--- config.mk ---
export PLATFORM = sky130hd
export DESIGN_NAME = fetch_unit
export DESIGN_NICKNAME = d
export VERILOG_FILES = /design/src/rtl/cpu_types_pkg.sv /design/src/rtl/pc_reg.sv /design/src/rtl/fetch_unit.sv
export SDC_FILE = /design/constraint.sdc
export NUM_CORES = 1
export LEC_CHECK = 0
export CAP_MARGIN = 20
export CELL_PAD_IN_SITES_DETAIL_PLACEMENT = 1
export CELL_PAD_IN_SITES_GLOBAL_PLACEMENT = 1
export CORE_UTILIZATION = 30
export DETAILED_ROUTE_END_ITERATION = 8
export GPL_ROUTABILITY_DRIVEN = 0
export PLACE_DENSITY_LB_ADDON = 0.1
export SYNTH_ARGS = -nofsm -noshare
export SYNTH_HDL_FRONTEND = slang
export SYNTH_SLANG_ARGS = --single-unit
--- constraint.sdc ---
create_clock -name CLK -period 2.7 [get_ports CLK]
set_clock_uncertainty 0.1 [all_clocks]
set_input_delay 0.54 -clock CLK [delete_from_list [all_inputs] [get_ports CLK]]
set_output_delay 0.54 -clock CLK [all_outputs]
set_load 0.01 [all_outputs]
--- src/rtl/cpu_types_pkg.sv ---
// Shared CPU types: machine word, fetch FSM states and the PC step size.
package cpu_types_pkg;

   localparam int WORD_W = 32;

   typedef logic [WORD_W-1:0] word_t;

   // Sequential fetch advances by one 32-bit instruction
   localparam word_t PC_INC = 32'd4;

   typedef enum logic [1:0] {
      IDLE,
      FETCH,
      REDIR_PEND,
      HALTED
   } fetch_state_t;

   // Instruction addresses are always word aligned; low two bits are dropped
   function automatic word_t align_word(input word_t addr);
      return {addr[WORD_W-1:2], 2'b00};
   endfunction

endpackage

--- src/rtl/pc_reg.sv ---
// Program counter plus the pending redirect target captured while a
// request is still outstanding at the I-cache.
module pc_reg
   import cpu_types_pkg::*;
#(
   parameter logic [31:0] PC0 = 32'h0000_0000
) (
   input  logic        CLK,
   input  logic        nRST,
   input  logic        i_load,
   input  logic [31:0] i_load_pc,
   input  logic        i_inc,
   input  logic        i_pend_we,
   input  logic [31:0] i_pend_pc,
   output logic [31:0] o_pc,
   output logic [31:0] o_pend_pc
);

   logic [31:0] r_pc;
   logic [31:0] r_pend_pc;

   // PC update: an explicit load outranks the sequential increment
   always_ff @(posedge CLK or negedge nRST) begin
      if (!nRST) begin
         r_pc      <= align_word(PC0);
         r_pend_pc <= '0;
      end else begin
         if (i_load) begin
            r_pc <= align_word(i_load_pc);
         end else if (i_inc) begin
            r_pc <= r_pc + PC_INC;
         end
         if (i_pend_we) begin
            r_pend_pc <= align_word(i_pend_pc);
         end
      end
   end

   assign o_pc      = r_pc;
   assign o_pend_pc = r_pend_pc;

endmodule

--- src/rtl/fetch_unit.sv ---
// Instruction fetch stage: owns the PC, drives the I-cache request
// handshake and feeds the IF/ID latch, honouring stalls, redirects and halt.
module fetch_unit
   import cpu_types_pkg::*;
#(
   parameter logic [31:0] PC0   = 32'h0000_0000,
   parameter int          CNT_W = 32
) (
   input  logic             CLK,
   input  logic             nRST,
   output logic             iREN,
   output logic [31:0]      iaddr,
   input  logic             ihit,
   input  logic [31:0]      imemload,
   input  logic             stall,
   input  logic             redirect_en,
   input  logic [31:0]      redirect_pc,
   input  logic             halt,
   output logic             ifid_en,
   output logic [31:0]      imemload_out,
   output logic [31:0]      pcp4_out,
   output logic             flush,
   output logic             halted,
   output logic [CNT_W-1:0] fetch_cnt
);

   fetch_state_t     r_state;
   logic             r_halt_pend;
   logic [CNT_W-1:0] r_fetch_cnt;

   logic        w_busy;
   logic        w_halting;
   logic        w_load;
   logic [31:0] w_load_pc;
   logic        w_inc;
   logic        w_pend_we;
   logic        w_deliver;
   logic [31:0] w_pc;
   logic [31:0] w_pend_pc;

   // A request is outstanding whenever we are fetching or draining a redirect
   assign w_busy    = (r_state == FETCH) || (r_state == REDIR_PEND);
   // A fresh halt pulse and a remembered one both freeze the PC
   assign w_halting = halt || r_halt_pend;

   pc_reg #(
      .PC0 (PC0)
   ) u_pc_reg (
      .CLK       (CLK),
      .nRST      (nRST),
      .i_load    (w_load),
      .i_load_pc (w_load_pc),
      .i_inc     (w_inc),
      .i_pend_we (w_pend_we),
      .i_pend_pc (redirect_pc),
      .o_pc      (w_pc),
      .o_pend_pc (w_pend_pc)
   );

   // PC control decode; a redirect only moves the PC on the cycle the
   // outstanding request completes, so iaddr is stable while waiting
   always_comb begin
      w_load    = 1'b0;
      w_load_pc = redirect_pc;
      w_inc     = 1'b0;
      w_pend_we = 1'b0;
      w_deliver = 1'b0;
      case (r_state)
         FETCH: begin
            if (!w_halting) begin
               if (redirect_en) begin
                  if (ihit) begin
                     w_load = 1'b1;
                  end else begin
                     w_pend_we = 1'b1;
                  end
               end else if (ihit && !stall) begin
                  w_deliver = 1'b1;
                  w_inc     = 1'b1;
               end
            end
         end
         REDIR_PEND: begin
            if (!w_halting) begin
               if (ihit) begin
                  w_load    = 1'b1;
                  w_load_pc = redirect_en ? redirect_pc : w_pend_pc;
               end else if (redirect_en) begin
                  w_pend_we = 1'b1;
               end
            end
         end
         default: begin
         end
      endcase
   end

   // Fetch state machine, halt latch and delivered-instruction counter
   always_ff @(posedge CLK or negedge nRST) begin
      if (!nRST) begin
         r_state     <= IDLE;
         r_halt_pend <= 1'b0;
         r_fetch_cnt <= '0;
      end else begin
         case (r_state)
            IDLE: begin
               r_state <= FETCH;
               if (halt) begin
                  r_halt_pend <= 1'b1;
               end
            end
            FETCH: begin
               if (w_halting) begin
                  if (ihit) begin
                     r_state <= HALTED;
                  end else begin
                     r_halt_pend <= 1'b1;
                  end
               end else if (redirect_en && !ihit) begin
                  r_state <= REDIR_PEND;
               end
            end
            REDIR_PEND: begin
               if (w_halting) begin
                  if (ihit) begin
                     r_state <= HALTED;
                  end else begin
                     r_halt_pend <= 1'b1;
                  end
               end else if (ihit) begin
                  r_state <= FETCH;
               end
            end
            default: begin
               r_state <= HALTED;
            end
         endcase
         if (w_deliver) begin
            r_fetch_cnt <= r_fetch_cnt + {{(CNT_W-1){1'b0}}, 1'b1};
         end
      end
   end

   assign iREN         = w_busy;
   assign iaddr        = w_pc;
   assign pcp4_out     = w_pc + PC_INC;
   assign imemload_out = imemload;
   assign ifid_en      = w_deliver;
   assign flush        = w_busy && (halt || redirect_en);
   assign halted       = (r_state == HALTED);
   assign fetch_cnt    = r_fetch_cnt;

endmodule

**After elaboration in Yosys (flattened, before gate mapping)**

Index checks and enable logic that the tools add are counted.

- Equality and inequality tests: 8
- Divide/modulo/power cells: 0
- Add/sub/neg operators: 2
- Bitwise gates (word level): 0
- Shifts and indexed selects: 0
- Multiplexer cells: 32
- Reductions and logical operators: 14
- Multiply operators: 0
- Order comparisons: 0

Operator list:

| cell | number |
|---|---|
| $mux 32 | 6 |
| $add 32x1->32 const B | 1 |
| $add 32x3->32 const B | 1 |
| $mux 1 | 17 |
| $mux 2 | 5 |
| $pmux 1 s2 | 3 |
| $pmux 2 s3 | 1 |
| $eq 2x2->1 const B | 2 |
| $ne 2x2->1 const B | 2 |
| $reduce_and 4->1 | 1 |
| $reduce_bool 2->1 | 2 |
| $logic_and 1x1->1 | 3 |
| $logic_or 1x1->1 | 3 |
| $ne 3x2->1 const B | 1 |
| $ne 3x3->1 const B | 1 |
| $eq 2x1->1 const B | 1 |
| $logic_not 1->1 | 2 |
| $logic_not 2->1 | 1 |
| $ne 2x1->1 const B | 1 |
| $reduce_and 2->1 | 1 |
| $reduce_or 2->1 | 1 |

- RAM bits: 0
- Memories kept: 0
- Logic and storage cells: 61
- Output and inout bits: 132
- Register bits after elaboration: 97
- Bits in read-only memories: 0
- Bits in latches: 0

**Longest topological paths before layout**

Gate-level depths: netlist of the first run.

- Depth in word-level cells: 8
- Gate-level depth with buffers: 9
- Depth with buffers taken out: 8

**By module**

A second synthesis of the first run with hierarchy kept.

- Cells, all modules: 599
- Area total of the unflattened synthesis: 5,977.0 µm²

By module, submodules not included:

| module | cells each | times used | sequential area each (µm²) | area each (µm²) |
|---|---|---|---|---|
| fetch_unit | 328 | 1 | 875.8 | 3,083.0 |
| pc_reg | 271 | 1 | 1,501.4 | 2,894.0 |

**Least setup slack after synthesis of the first run**

OpenSTA, ideal clock, no wires.

- Path kind: register -> output
- From: reg u_pc_reg.r_pc[2], in the netlist u_pc_reg.o_pc[2]
- To: out pcp4_out[28]
- Stages on the path, launching flop included: 8
- Setup slack: -0.103 ns
- Path buffers: 2
- Arrival time: 2.163 ns
- Cell sequence: dfrtp_1 ha_1 and4_1 or4b_1 clkbuf_1 clkbuf_1 nor3_1 xor2_1

- Longest elaborated chain between the ends: 1

RTL lines:

| what | line | text |
|---|---|---|
| start: declaration | pc_reg.sv:19 | `logic [31:0] r_pc;` |
| start signal: assignment | pc_reg.sv:25 | `r_pc <= align_word(PC0);` |
| start signal: assignment | pc_reg.sv:29 | `r_pc <= align_word(i_load_pc);` |
| start signal: assignment | pc_reg.sv:31 | `r_pc <= r_pc + PC_INC;` |
| $add 32x3->32 | fetch_unit.sv:146 | `assign pcp4_out = w_pc + PC_INC;` |
| end: declaration | fetch_unit.sv:21 | `output logic [31:0] pcp4_out,` |

No other way between the ends.

**Worst setup path in the final report of the first run**

- From: reg u_pc_reg.r_pc[2], in the netlist u_pc_reg.o_pc[2]
- To: out pcp4_out[20]

The elaborated chain is that of the path after synthesis.

==> impl_metrics.ini, run 1 <==
[synth]
ys_seq_area_share_pct = 42.59
ys_top_cells_by_area = dfrtp_1 (43%), mux2_2 (12%), xnor2_1 (9.4%)
synth-edff-count = 0
synth_largest_area_cell = dfrtp_1
synth_top_area_share_pct = 42.59
async_reset_ff_share_pct = 100.0
synth_ff_type = dfrtp_1
mappedNetlistArea_um2 = 5582
syn_avg_cell_area_um2 = 9.896
synthTopCellsByCount = dfrtp_1 (95), xnor2_1 (60), mux2_2 (59)
yosysWarningCount = 0
ys_seq_elements = 95
synth.most_common_cell = dfrtp_1
synth_cells = 564
synth_cell_types = 39

[cells_and_area]
syn_to_final_growth_pct = 42.70
antennaDiodeCount = 0
final.fill_count = 2009
drive_gt1_share_pct = 30.37
stdcell_count = 960
stdcell_area_um2 = 7965
final_nets = 802

[setup_path]
endpoint_kind = output port
crit_required_ns = 2.06
cp_max_fo = 5
cp.arrival_ns = 2.32
cp-start-kind = flop
worst-setup-path-type = flop to output port

[sta]
finalHoldViolCount = 0
hold_ws_ns = 0.3729
rsz0062_at_grt = yes
setup_viol = 12
fin_crit_ns = 2.961
fin_crit_sh_pct = 109.7
fin_ws_ns = -0.2615
max_freq_mhz = 337.7
maxSlewViolCount = 0

[clocking]
cts_tree = built
path_clk_slew_ns = 0.07
clock_latency_ns = 0.34
cts_buffers = 9
clockBufferDepth = 2
clock_sinks = 95
htree_levels = 3
cts_root_buf = clkbuf_16

[placement]
dpl_cell_area_um2 = 7348
portBuffers = 131
dpl.cell_count = 929
dpl_worst_slack_ns = -0.3866
dp_hpwl_mm = 11.70

[outcome]
violations = design-rule violations, negative setup slack
status = complete, but fails checks

[global_route]
grt_max_degree = 61
grt_usage_pct = 18.14
grt_first_pass_wirelength_mm = 27.71
gr-total-overflow = 0
grt_pass1_vias = 5062
antenna_found_initial = 0

[routing]
routed_wl_mm = 16.76
wl_per_cell_um = 17.46
postRouteAntennaNets = 0
drtIter0Drc = 157
route.detailed.drc = 31
avgViaCountPerCell = 4.917
drtPass1Iterations = 6
via_count = 4720

[flow_run]
cap_violations = 0

[hold_path]
hold_class = flop to flop

[floorplan]
ioPinCount = 202
die_height_um = 138.4
row_count = 49
die_area_um2 = 19150
dieWidth_um = 138.4
core_um2 = 18090
start_util_pct = 30.86

[power_and_ir_drop]
irDropWorstVdd_mv = 0.3504
powerDensity_nw_per_um2 = 633.3
total_power_mw = 5.044
leakagePower_nw = 3.582
sequential cells by signal, summed over array words and instances (netlist names):
signal and count:
fetch_cnt 32, u_pc_reg.o_pc 30, u_pc_reg.o_pend_pc 30, r_state 2
r_halt_pend 1
worst max-delay path: stages (launching register included):
cell     delay, ns
dfrtp_1       0.36
ha_2          0.18
and4_4        0.21
or4b_4        0.51
buf_12        0.17
buf_4         0.13
nor3_4        0.11
xor2_1        0.15
buf_2         0.15
placed cells by master (no fill, tap or decap), types with 3 or more instances in the layout:
cell	n
nor4_1	8
buf_6	3
nor4_2	3
nor2_4	6
nand3_2	3
a21oi_1	32
dlygate4sd2_1	3
and3_1	4
xor2_1	25
nor3_4	8
buf_4	67
or2_2	3
nand2_2	3
nor3_1	12
nand4_1	19
or4_4	3
nor2b_1	3
mux2_2	59
buf_2	21
xnor2_2	3
buf_12	7
and4_1	5
clkbuf_8	3
nand2_1	40
ha_1	5
clkbuf_16	9
conb_1	4
nor4_4	3
nor2_1	47
dfrtp_1	95
o21ai_0	3
inv_1	10
nand3_1	17
xnor2_1	57
clkdlybuf4s50_1	103
path summary, 6_finish.rpt:
kind / startpoint / to / slack, ns / cells past startpoint
worst min register to register: fetch_cnt[31] / fetch_cnt[31] / 0.37 / 1
worst max register to register: u_pc_reg.o_pc[2] / u_pc_reg.o_pc[26] / 0.15 / 9
max in group asynchronous: nRST / u_pc_reg.o_pc[15] / 1.26 / 3
worst min-delay path: fetch_cnt[31] / fetch_cnt[31] / 0.37 / 1
min in group asynchronous: nRST / fetch_cnt[15] / 0.54 / 2
worst max-delay path: u_pc_reg.o_pc[2] / pcp4_out[20] / -0.26 / 8
where the power goes:
group | total, mW | internal, mW | switching (mW)
sequential | 1.79 | 1.64 | 0.151
clock | 1.35 | 0.796 | 0.555
combinational | 1.90 | 1.02 | 0.882
repair_timing:
| action | in CTS | in global routing |
|---|---|---|
| cloned | 1 | 0 |
| pin swaps | 29 | 15 |
| resized for setup | 146 | 15 |
| hold endpoints to repair | 8 | 0 |
| setup endpoints to repair | 26 | 27 |
| hold buffers | 1 | 0 |
| setup buffers | 7 | 8 |
cell families (layout without fill, tap and decap cells):
kind of cell               after synthesis  after routing  synth area share, %
and+or+nand+nor                        203            203                18.96
adders and majority gates                6              6                1.345
buffers and inverters                   71            235                7.308
xor gates and xnor gates                87             87                13.65
AOI/OAI and AO/OA                       41             41                3.990
other                                    1              4              0.06718
muxes                                   60             60                12.08
DFF                                     95             95                42.59
per-stage QoR:
stage / setup TNS, ns / utilization, %
final: -2.029 / 44.04
after global routing: -3.504 / 44.04
after floorplan: -0.08552 / -
after detailed placement: -6.761 / 40.63
after CTS: -2.976 / 43.64
after global placement: -6.108 / 40.63
routing by layer:
metal | vias up | GRT usage (%) | wire length (µm)
met4 | 0 | 5.736 | 218
li1 | 2225 | - | -
met5 | - | 0 | 0
met1 | 2384 | 24.07 | 7772
met3 | 15 | 3.152 | 688
met2 | 96 | 30.00 | 8079
area by class of cell:
cell class / count / area [µm²] / share of cell area, %
Clock buffer: 14 / 274.0 / 3.440
Clock inverter: 2 / 37.54 / 0.4713
Tap cell: 229 / 286.5 / 3.597
Multi-Input combinational cell: 401 / 3065 / 38.49
Sequential cell: 95 / 2377 / 29.85
Inverter: 10 / 37.54 / 0.4713
Timing Repair Buffer: 209 / 1887 / 23.69
Note: power is estimated with default switching activity, not from simulation.
==> inputs of run 2 (changes only) <==
CTS_CLUSTER_SIZE = 16   (was unset)
==> results of run 2 <==
Final layout, timing and power as in run 1 (identical DEF).
